## config.mk

```make
export PLATFORM = sky130hd
export DESIGN_NAME = instr_fetch_unit_flat
export DESIGN_NICKNAME = d
export VERILOG_FILES = /design/src/rtl/instr_fetch_unit_pkg.sv /design/src/rtl/instr_fetch_unit_if.sv /design/src/rtl/if_id_register.sv /design/src/rtl/instr_fetch_unit.sv /design/src/flat_wrapper.sv
export SDC_FILE = /design/constraint.sdc
export NUM_CORES = 1
export LEC_CHECK = 0
export ABC_AREA = 1
export BUFFER_PORTS_ARGS = -buffer_cell sky130_fd_sc_hd__buf_2
export CAP_MARGIN = 10
export CORE_UTILIZATION = 25
export CTS_BUF_LIST = sky130_fd_sc_hd__clkbuf_8
export DETAILED_ROUTE_END_ITERATION = 8
export SLEW_MARGIN = 10
export SYNTH_ARGS = -nofsm -noshare
export SYNTH_HDL_FRONTEND = slang
export SYNTH_SLANG_ARGS = --single-unit
```

## constraint.sdc

```tcl
create_clock -name clk -period 4 [get_ports clk]
set_input_delay 0.8 -clock clk [delete_from_list [all_inputs] [get_ports clk]]
set_output_delay 0.8 -clock clk [all_outputs]
set_load 0.05 [all_outputs]
```

## src/rtl/instr_fetch_unit_pkg.sv

```systemverilog
// Shared MIPS front-end constants, IF/ID record and jump-opcode helpers.
// Pure definitions: no latency. No backpressure: nothing here holds state.
// The package is named mips_pkg so that later pipeline stages can share it.
package mips_pkg;

    localparam logic [5:0]  OP_J             = 6'h02;
    localparam logic [5:0]  OP_JAL           = 6'h03;
    localparam logic [31:0] NOP_WORD         = 32'h0000_0000;
    localparam logic [31:0] RESET_PC_DEFAULT = 32'h0040_0000;

    typedef struct packed {
        logic [31:0] instr;
        logic [31:0] pc_plus4;
        logic        valid;
    } ifid_t;

    typedef enum logic [1:0] {
        IFID_LOAD  = 2'd0,
        IFID_HOLD  = 2'd1,
        IFID_FLUSH = 2'd2
    } ifid_op_t;

    function automatic logic is_jump(input logic [31:0] word);
        return (word[31:26] == OP_J) || (word[31:26] == OP_JAL);
    endfunction

    // The J-type target keeps the 256 MB region of the delay-slot address.
    function automatic logic [31:0] jump_target(input logic [31:0] pc_plus4,
                                                input logic [31:0] word);
        return {pc_plus4[31:28], word[25:0], 2'b00};
    endfunction

endpackage

```

## src/rtl/instr_fetch_unit_if.sv

```systemverilog
// Fetch-stage bus: hazard/redirect controls, instruction memory port, IF/ID outputs.
// Pure wiring: no latency. Backpressure arrives only as the stall level.
// master = fetch unit side, slave = surrounding pipeline / memory side.
interface instr_fetch_unit_if;
    logic        stall;
    logic        redirect;
    logic [31:0] redirect_pc;
    logic [31:0] imem_addr;
    logic [31:0] imem_instr;
    logic [31:0] ifid_instr;
    logic [31:0] ifid_pc_plus4;
    logic        ifid_valid;

    modport master (
        input  stall, redirect, redirect_pc, imem_instr,
        output imem_addr, ifid_instr, ifid_pc_plus4, ifid_valid
    );

    modport slave (
        output stall, redirect, redirect_pc, imem_instr,
        input  imem_addr, ifid_instr, ifid_pc_plus4, ifid_valid
    );
endinterface

```

## src/rtl/if_id_register.sv

```systemverilog
// IF/ID pipeline holding register with load, hold and flush operations.
// Latency: one clock from fetch to decode. Backpressure: IFID_HOLD freezes contents.
module if_id_register #(
    parameter logic [31:0] NOP_WORD = mips_pkg::NOP_WORD
) (
    input  logic               clk,
    input  logic               reset,
    input  mips_pkg::ifid_op_t op,
    input  logic [31:0]        instr,
    input  logic [31:0]        pc_plus4,
    output mips_pkg::ifid_t    q
);
    import mips_pkg::*;

    always_ff @(posedge clk or posedge reset) begin
        if (reset) begin
            q.instr    <= NOP_WORD;
            q.pc_plus4 <= 32'd0;
            q.valid    <= 1'b0;
        end else begin
            case (op)
                IFID_LOAD: begin
                    q.instr    <= instr;
                    q.pc_plus4 <= pc_plus4;
                    q.valid    <= 1'b1;
                end
                // A flushed slot carries a bubble so decode never sees the wrong-path word.
                IFID_FLUSH: begin
                    q.instr    <= NOP_WORD;
                    q.pc_plus4 <= 32'd0;
                    q.valid    <= 1'b0;
                end
                default: begin
                    q <= q;
                end
            endcase
        end
    end

endmodule

```

## src/rtl/instr_fetch_unit.sv

```systemverilog
// MIPS fetch stage: PC register, next-PC select, IF/ID register; EARLY_JUMP_EN adds j/jal shortcut.
// Latency: imem_addr is the PC (0 cycles); fetched word reaches IF/ID one cycle later.
// Backpressure: stall holds PC and IF/ID; redirect overrides stall and flushes IF/ID.
module instr_fetch_unit #(
    parameter logic [31:0] RESET_PC = mips_pkg::RESET_PC_DEFAULT,
    parameter logic [31:0] NOP_WORD = mips_pkg::NOP_WORD
) (
    input  logic                clk,
    input  logic                reset,
    instr_fetch_unit_if.master  f
);
    import mips_pkg::*;

    logic [31:0] pc;
    logic [31:0] pc_plus4;
    logic [31:0] next_pc;
    ifid_op_t    ifid_op;
    ifid_t       ifid_q;

    assign pc_plus4    = pc + 32'd4;
    assign f.imem_addr = pc;

    // Priority: redirect, then stall, then (optionally) early jump, then sequential.
    always_comb begin
        next_pc = pc_plus4;
        ifid_op = IFID_LOAD;
        if (f.redirect) begin
            next_pc = f.redirect_pc;
            ifid_op = IFID_FLUSH;
        end else if (f.stall) begin
            next_pc = pc;
            ifid_op = IFID_HOLD;
        end else begin
`ifdef EARLY_JUMP_EN
            if (is_jump(f.imem_instr)) begin
                next_pc = jump_target(pc_plus4, f.imem_instr);
            end
`endif
        end
    end

    always_ff @(posedge clk or posedge reset) begin
        if (reset) begin
            pc <= RESET_PC;
        end else begin
            pc <= next_pc;
        end
    end

    if_id_register #(
        .NOP_WORD (NOP_WORD)
    ) u_if_id (
        .clk      (clk),
        .reset    (reset),
        .op       (ifid_op),
        .instr    (f.imem_instr),
        .pc_plus4 (pc_plus4),
        .q        (ifid_q)
    );

    assign f.ifid_instr    = ifid_q.instr;
    assign f.ifid_pc_plus4 = ifid_q.pc_plus4;
    assign f.ifid_valid    = ifid_q.valid;

endmodule

```

## src/flat_wrapper.sv

```systemverilog
// flat-port wrapper written by rule: the top's interface ports become plain ports
module instr_fetch_unit_flat import mips_pkg::*;
#(
    parameter logic [31:0] RESET_PC = mips_pkg::RESET_PC_DEFAULT,
    parameter logic [31:0] NOP_WORD = mips_pkg::NOP_WORD
)
  (clk, reset, f_stall, f_redirect, f_redirect_pc, f_imem_instr, f_imem_addr, f_ifid_instr, f_ifid_pc_plus4, f_ifid_valid);
  instr_fetch_unit_if f_i ();
  input  logic clk;
  input  logic reset;
  input wire logic [$bits(f_i.stall)-1:0] f_stall;
  input wire logic [$bits(f_i.redirect)-1:0] f_redirect;
  input wire logic [$bits(f_i.redirect_pc)-1:0] f_redirect_pc;
  input wire logic [$bits(f_i.imem_instr)-1:0] f_imem_instr;
  output wire logic [$bits(f_i.imem_addr)-1:0] f_imem_addr;
  output wire logic [$bits(f_i.ifid_instr)-1:0] f_ifid_instr;
  output wire logic [$bits(f_i.ifid_pc_plus4)-1:0] f_ifid_pc_plus4;
  output wire logic [$bits(f_i.ifid_valid)-1:0] f_ifid_valid;
  assign f_i.stall = f_stall;
  assign f_i.redirect = f_redirect;
  assign f_i.redirect_pc = f_redirect_pc;
  assign f_i.imem_instr = f_imem_instr;
  assign f_imem_addr = f_i.imem_addr;
  assign f_ifid_instr = f_i.ifid_instr;
  assign f_ifid_pc_plus4 = f_i.ifid_pc_plus4;
  assign f_ifid_valid = f_i.ifid_valid;
  instr_fetch_unit #(.RESET_PC(RESET_PC), .NOP_WORD(NOP_WORD)) u_core (.clk(clk), .reset(reset), .f(f_i));
endmodule
```

==> summary.txt <==
Setup path
  • Max incr delay on CP: 530 ps
  • Critical-path top delay cell: buf_4
  • Crit-path cells: buf_2, nor2_4, buf_4, nand3_1, nand2_1
  • Critical Path Source Type: input pin
  • R2R depth: 8
  • WP data required: 4310 ps
  • Worst r2r src: u_core.f.imem_addr[3]$_DFFE_PP0N_
  • Worst flop-to-flop path endpoint: u_core.u_if_id.q[25]$_DFFE_PP0P_
  • CP Class: input pin to flip-flop
  • Reg2Reg Setup Slack: 2390 ps
  • Crit path max fanout: 43
  • Worst setup EP type: flip-flop
  • Crit path DAT: 2490 ps

Placed design
  • Pre-CTS setup slack: 1410 ps
  • Routability cong.: 0.837
  • I/O Buffers: 164
  • Placed inst area: 0.00553 mm^2
  • Post-DP HPWL: 9670 um

Global routing
  • Largest net degree at the start of global routing: 78
  • Global Route Usage Sum: 15.1%
  • Total grt overflow: 0
  • Initial antenna violation count: 1
  • First-pass GRT wire length: 21,100 um
  • Number of global-route vias before repair: 3,922

Hold path
  • Hold Path Origin: u_core.u_if_id.q[4]$_DFFE_PP0P_
  • Hold Crit Depth: 2
  • Hold EP: u_core.u_if_id.q[4]$_DFFE_PP0P_
  • Min-Delay Path Class: flip-flop to flip-flop

STA
  • Max-slew headroom: 36.0%
  • Clock Skews: 6.27 ps
  • Clock period minus worst slack: 2180 ps
  • Final hold vios: 0
  • Crit share post-route: 54.4%
  • Worst setup margin: 1820 ps
  • Finish-stage setup viols: 0
  • Fmax: 0.459 GHz
  • Final Max Tran Viols: 0
  • Setup_tns: 0 ps
  • Unrepaired setup endpoints after global routing: false
  • Slew at the pin closest to its max-slew limit: 960 ps

Route
  • Avg WL per Cell: 14.3 um
  • TritonRoute pass-1 iters: 4
  • DRT iter0 DRCs: 233
  • Post-DRT Antenna Nets: 0
  • Via count: 3,990
  • Residual DRC: 0
  • Post-DR vias/cell: 4.32
  • Total Routed Length: 13,200 um

Final layout
  • Share of cells above drive strength 1: 29.8%
  • Post-layout util: 32.9%
  • Layout area overhead: 28.0%
  • Total Nets Final: 761
  • Filler cell count: 1,877
  • Design area: 0.00573 mm^2

Clock network
  • Cells resized by post-CTS repair: 0
  • Worst-Skew Late Latency: 370 ps
  • Total CTS buffers: 9
  • CTS root buffer: clkbuf_8
  • H-tree level count: 3
  • Post-CTS Setup Bufs: 0
  • Post-CTS Hold Buffers: 0
  • TritonCTS clock tree: yes
  • Longest Clk Path Bufs: 2
  • TritonCTS Sinks: 97
  • Worst-path clk slew: 90 ps

Logic synthesis
  • Synth top area share: 53.6%
  • Synthesized cell area: 0.00448 mm^2
  • Syn avg cell area: 8.44 um^2
  • Synth Register Bits: 97
  • Yosys warning count: 0
  • Synthesized instance count: 531
  • Post-synthesis sequential area ratio: 54.2%
  • Syn Nets: 600
  • Top cells by area, synth: dfrtp_1 54%, nand2_1 17%, a22o_1 6.3%
  • Yosys cell types: 23
  • Post-synth top area cell: dfrtp_1

Die
  • Top-Level Pins: 165
  • # rows: 48
  • Initial cell density of the core: 25.7%
  • Die height: 136 um
  • Die X: 136 um
  • Die area: 0.0185 mm^2
  • Core ar.: 0.0174 mm^2

Power
  • PwrDens: 410 mW/mm^2
  • Int Pwr: 1.48 mW
  • Pleak: 3.13 nW
  • Max IR drop VDD: 0.227 mV
  • Sequential share of power: 47.8%
  • Sw frac: 36.9%
  • Clock power frac: 27.3%
  • Net Switching: 869 uW
  • Tot Pwr: 2.35 mW
  • Comb pwr share: 24.9%

Job
  • Max Cap Viol: 0

Status
  • Status: complete, no violations
cell type report:
type | instances | area (um^2) | area share [%]
Clock buffer | 9 | 124 | 2.16
Antenna cell | 1 | 2.50 | 0.0437
Timing Repair Buffer | 169 | 858 | 15.0
Sequential cell | 97 | 2430 | 42.4
Tap cell | 225 | 282 | 4.91
Multi-Input combinational cell | 371 | 1800 | 31.4
Inverter | 44 | 168 | 2.93
Clock inverter | 7 | 71.3 | 1.24
critical path, delay by kind of cell:
kind | cells | cell delay, ps
buffers and inverters | 2 | 880
and+or+nand+nor | 3 | 790
state kept, by name, indices dropped and copies added, names as in the netlist:
signal              flops
u_core.f.imem_addr     32
u_core.u_if_id.q       65
stage by stage:
step | hold slack [ps] | cells
2_1_floorplan | 710 | 531
3_3_place_gp | 454 | 906
3_5_place_dp | 460 | 906
6_report | 477 | 923
5_1_grt | 507 | 923
4_1_cts | 484 | 922
logic make-up after synthesis:
group,share of synthesized area [%]
fa+ha+maj,0.279
flops,54.2
buf+inv,5.75
simple gates,28.9
compound gates,10.9
worst max path at each step:
| stage | from | to | slack, ps | cells past startpoint |
|---|---|---|---|---|
| floorplan | reset | u_core.f.imem_addr[0]$_DFFE_PP0P_ | 670 | 1 |
| global placement | f_redirect | u_core.f.imem_addr[28]$_DFFE_PP0N_ | 1460 | 7 |
| detailed placement | f_redirect | u_core.f.imem_addr[14]$_DFFE_PP0N_ | 1410 | 5 |
| CTS | f_redirect | u_core.f.imem_addr[30]$_DFFE_PP0N_ | 1820 | 7 |
| global route | f_redirect | u_core.u_if_id.q[28]$_DFFE_PP0P_ | 1670 | 5 |
| finish | f_redirect | u_core.u_if_id.q[25]$_DFFE_PP0P_ | 1820 | 5 |
synth_stat cells:
library cell  number
a21oi_1            5
a22o_1            32
and2_1             3
buf_2             11
buf_4              2
clkbuf_1           6
dfrtp_1           96
dfstp_2            1
ha_1               1
inv_1             41
inv_2              3
nand2_1          201
nand2_2            3
nand2_4            1
nand3_1           51
nor2_1            28
nor2_2             7
nor2_4             7
o211ai_1           3
o21ai_0           19
o21ai_1            1
o21bai_1           8
or2_2              1
power groups by stage:
stage	clock network, mW	registers (mW)	logic [mW]
floorplan	0	1.40	0.160
global placement	0	1.14	0.588
detailed placement	0	1.14	0.592
CTS	0.678	1.13	0.593
global route	0.712	1.14	0.630
finish	0.642	1.13	0.585
cell usage in the layout (no fill, tap or decap), types with 2 or more instances in the layout:
master and n:
nor2_1 28, nor2_4 8, o21bai_1 8, buf_4 5, a21oi_1 5, nor2_2 6, a22o_1 32, o21ai_0 19
and2_1 3, o211ai_1 3, clkbuf_8 9, nand2_2 3, nand3_1 51, inv_1 41, nand2_1 201, dfrtp_1 96
inv_2 3, buf_2 164, clkinvlp_4 2
per-layer routing:
layer	vias up	GRT usage, %	wire length (um)
met1	1844	20.8	6260
met2	107	23.2	6010
met4	0	3.40	95
met5	-	0	0
li1	2034	-	-
met3	5	4.55	821
No activity file was read; power rests on OpenSTA's default activity.
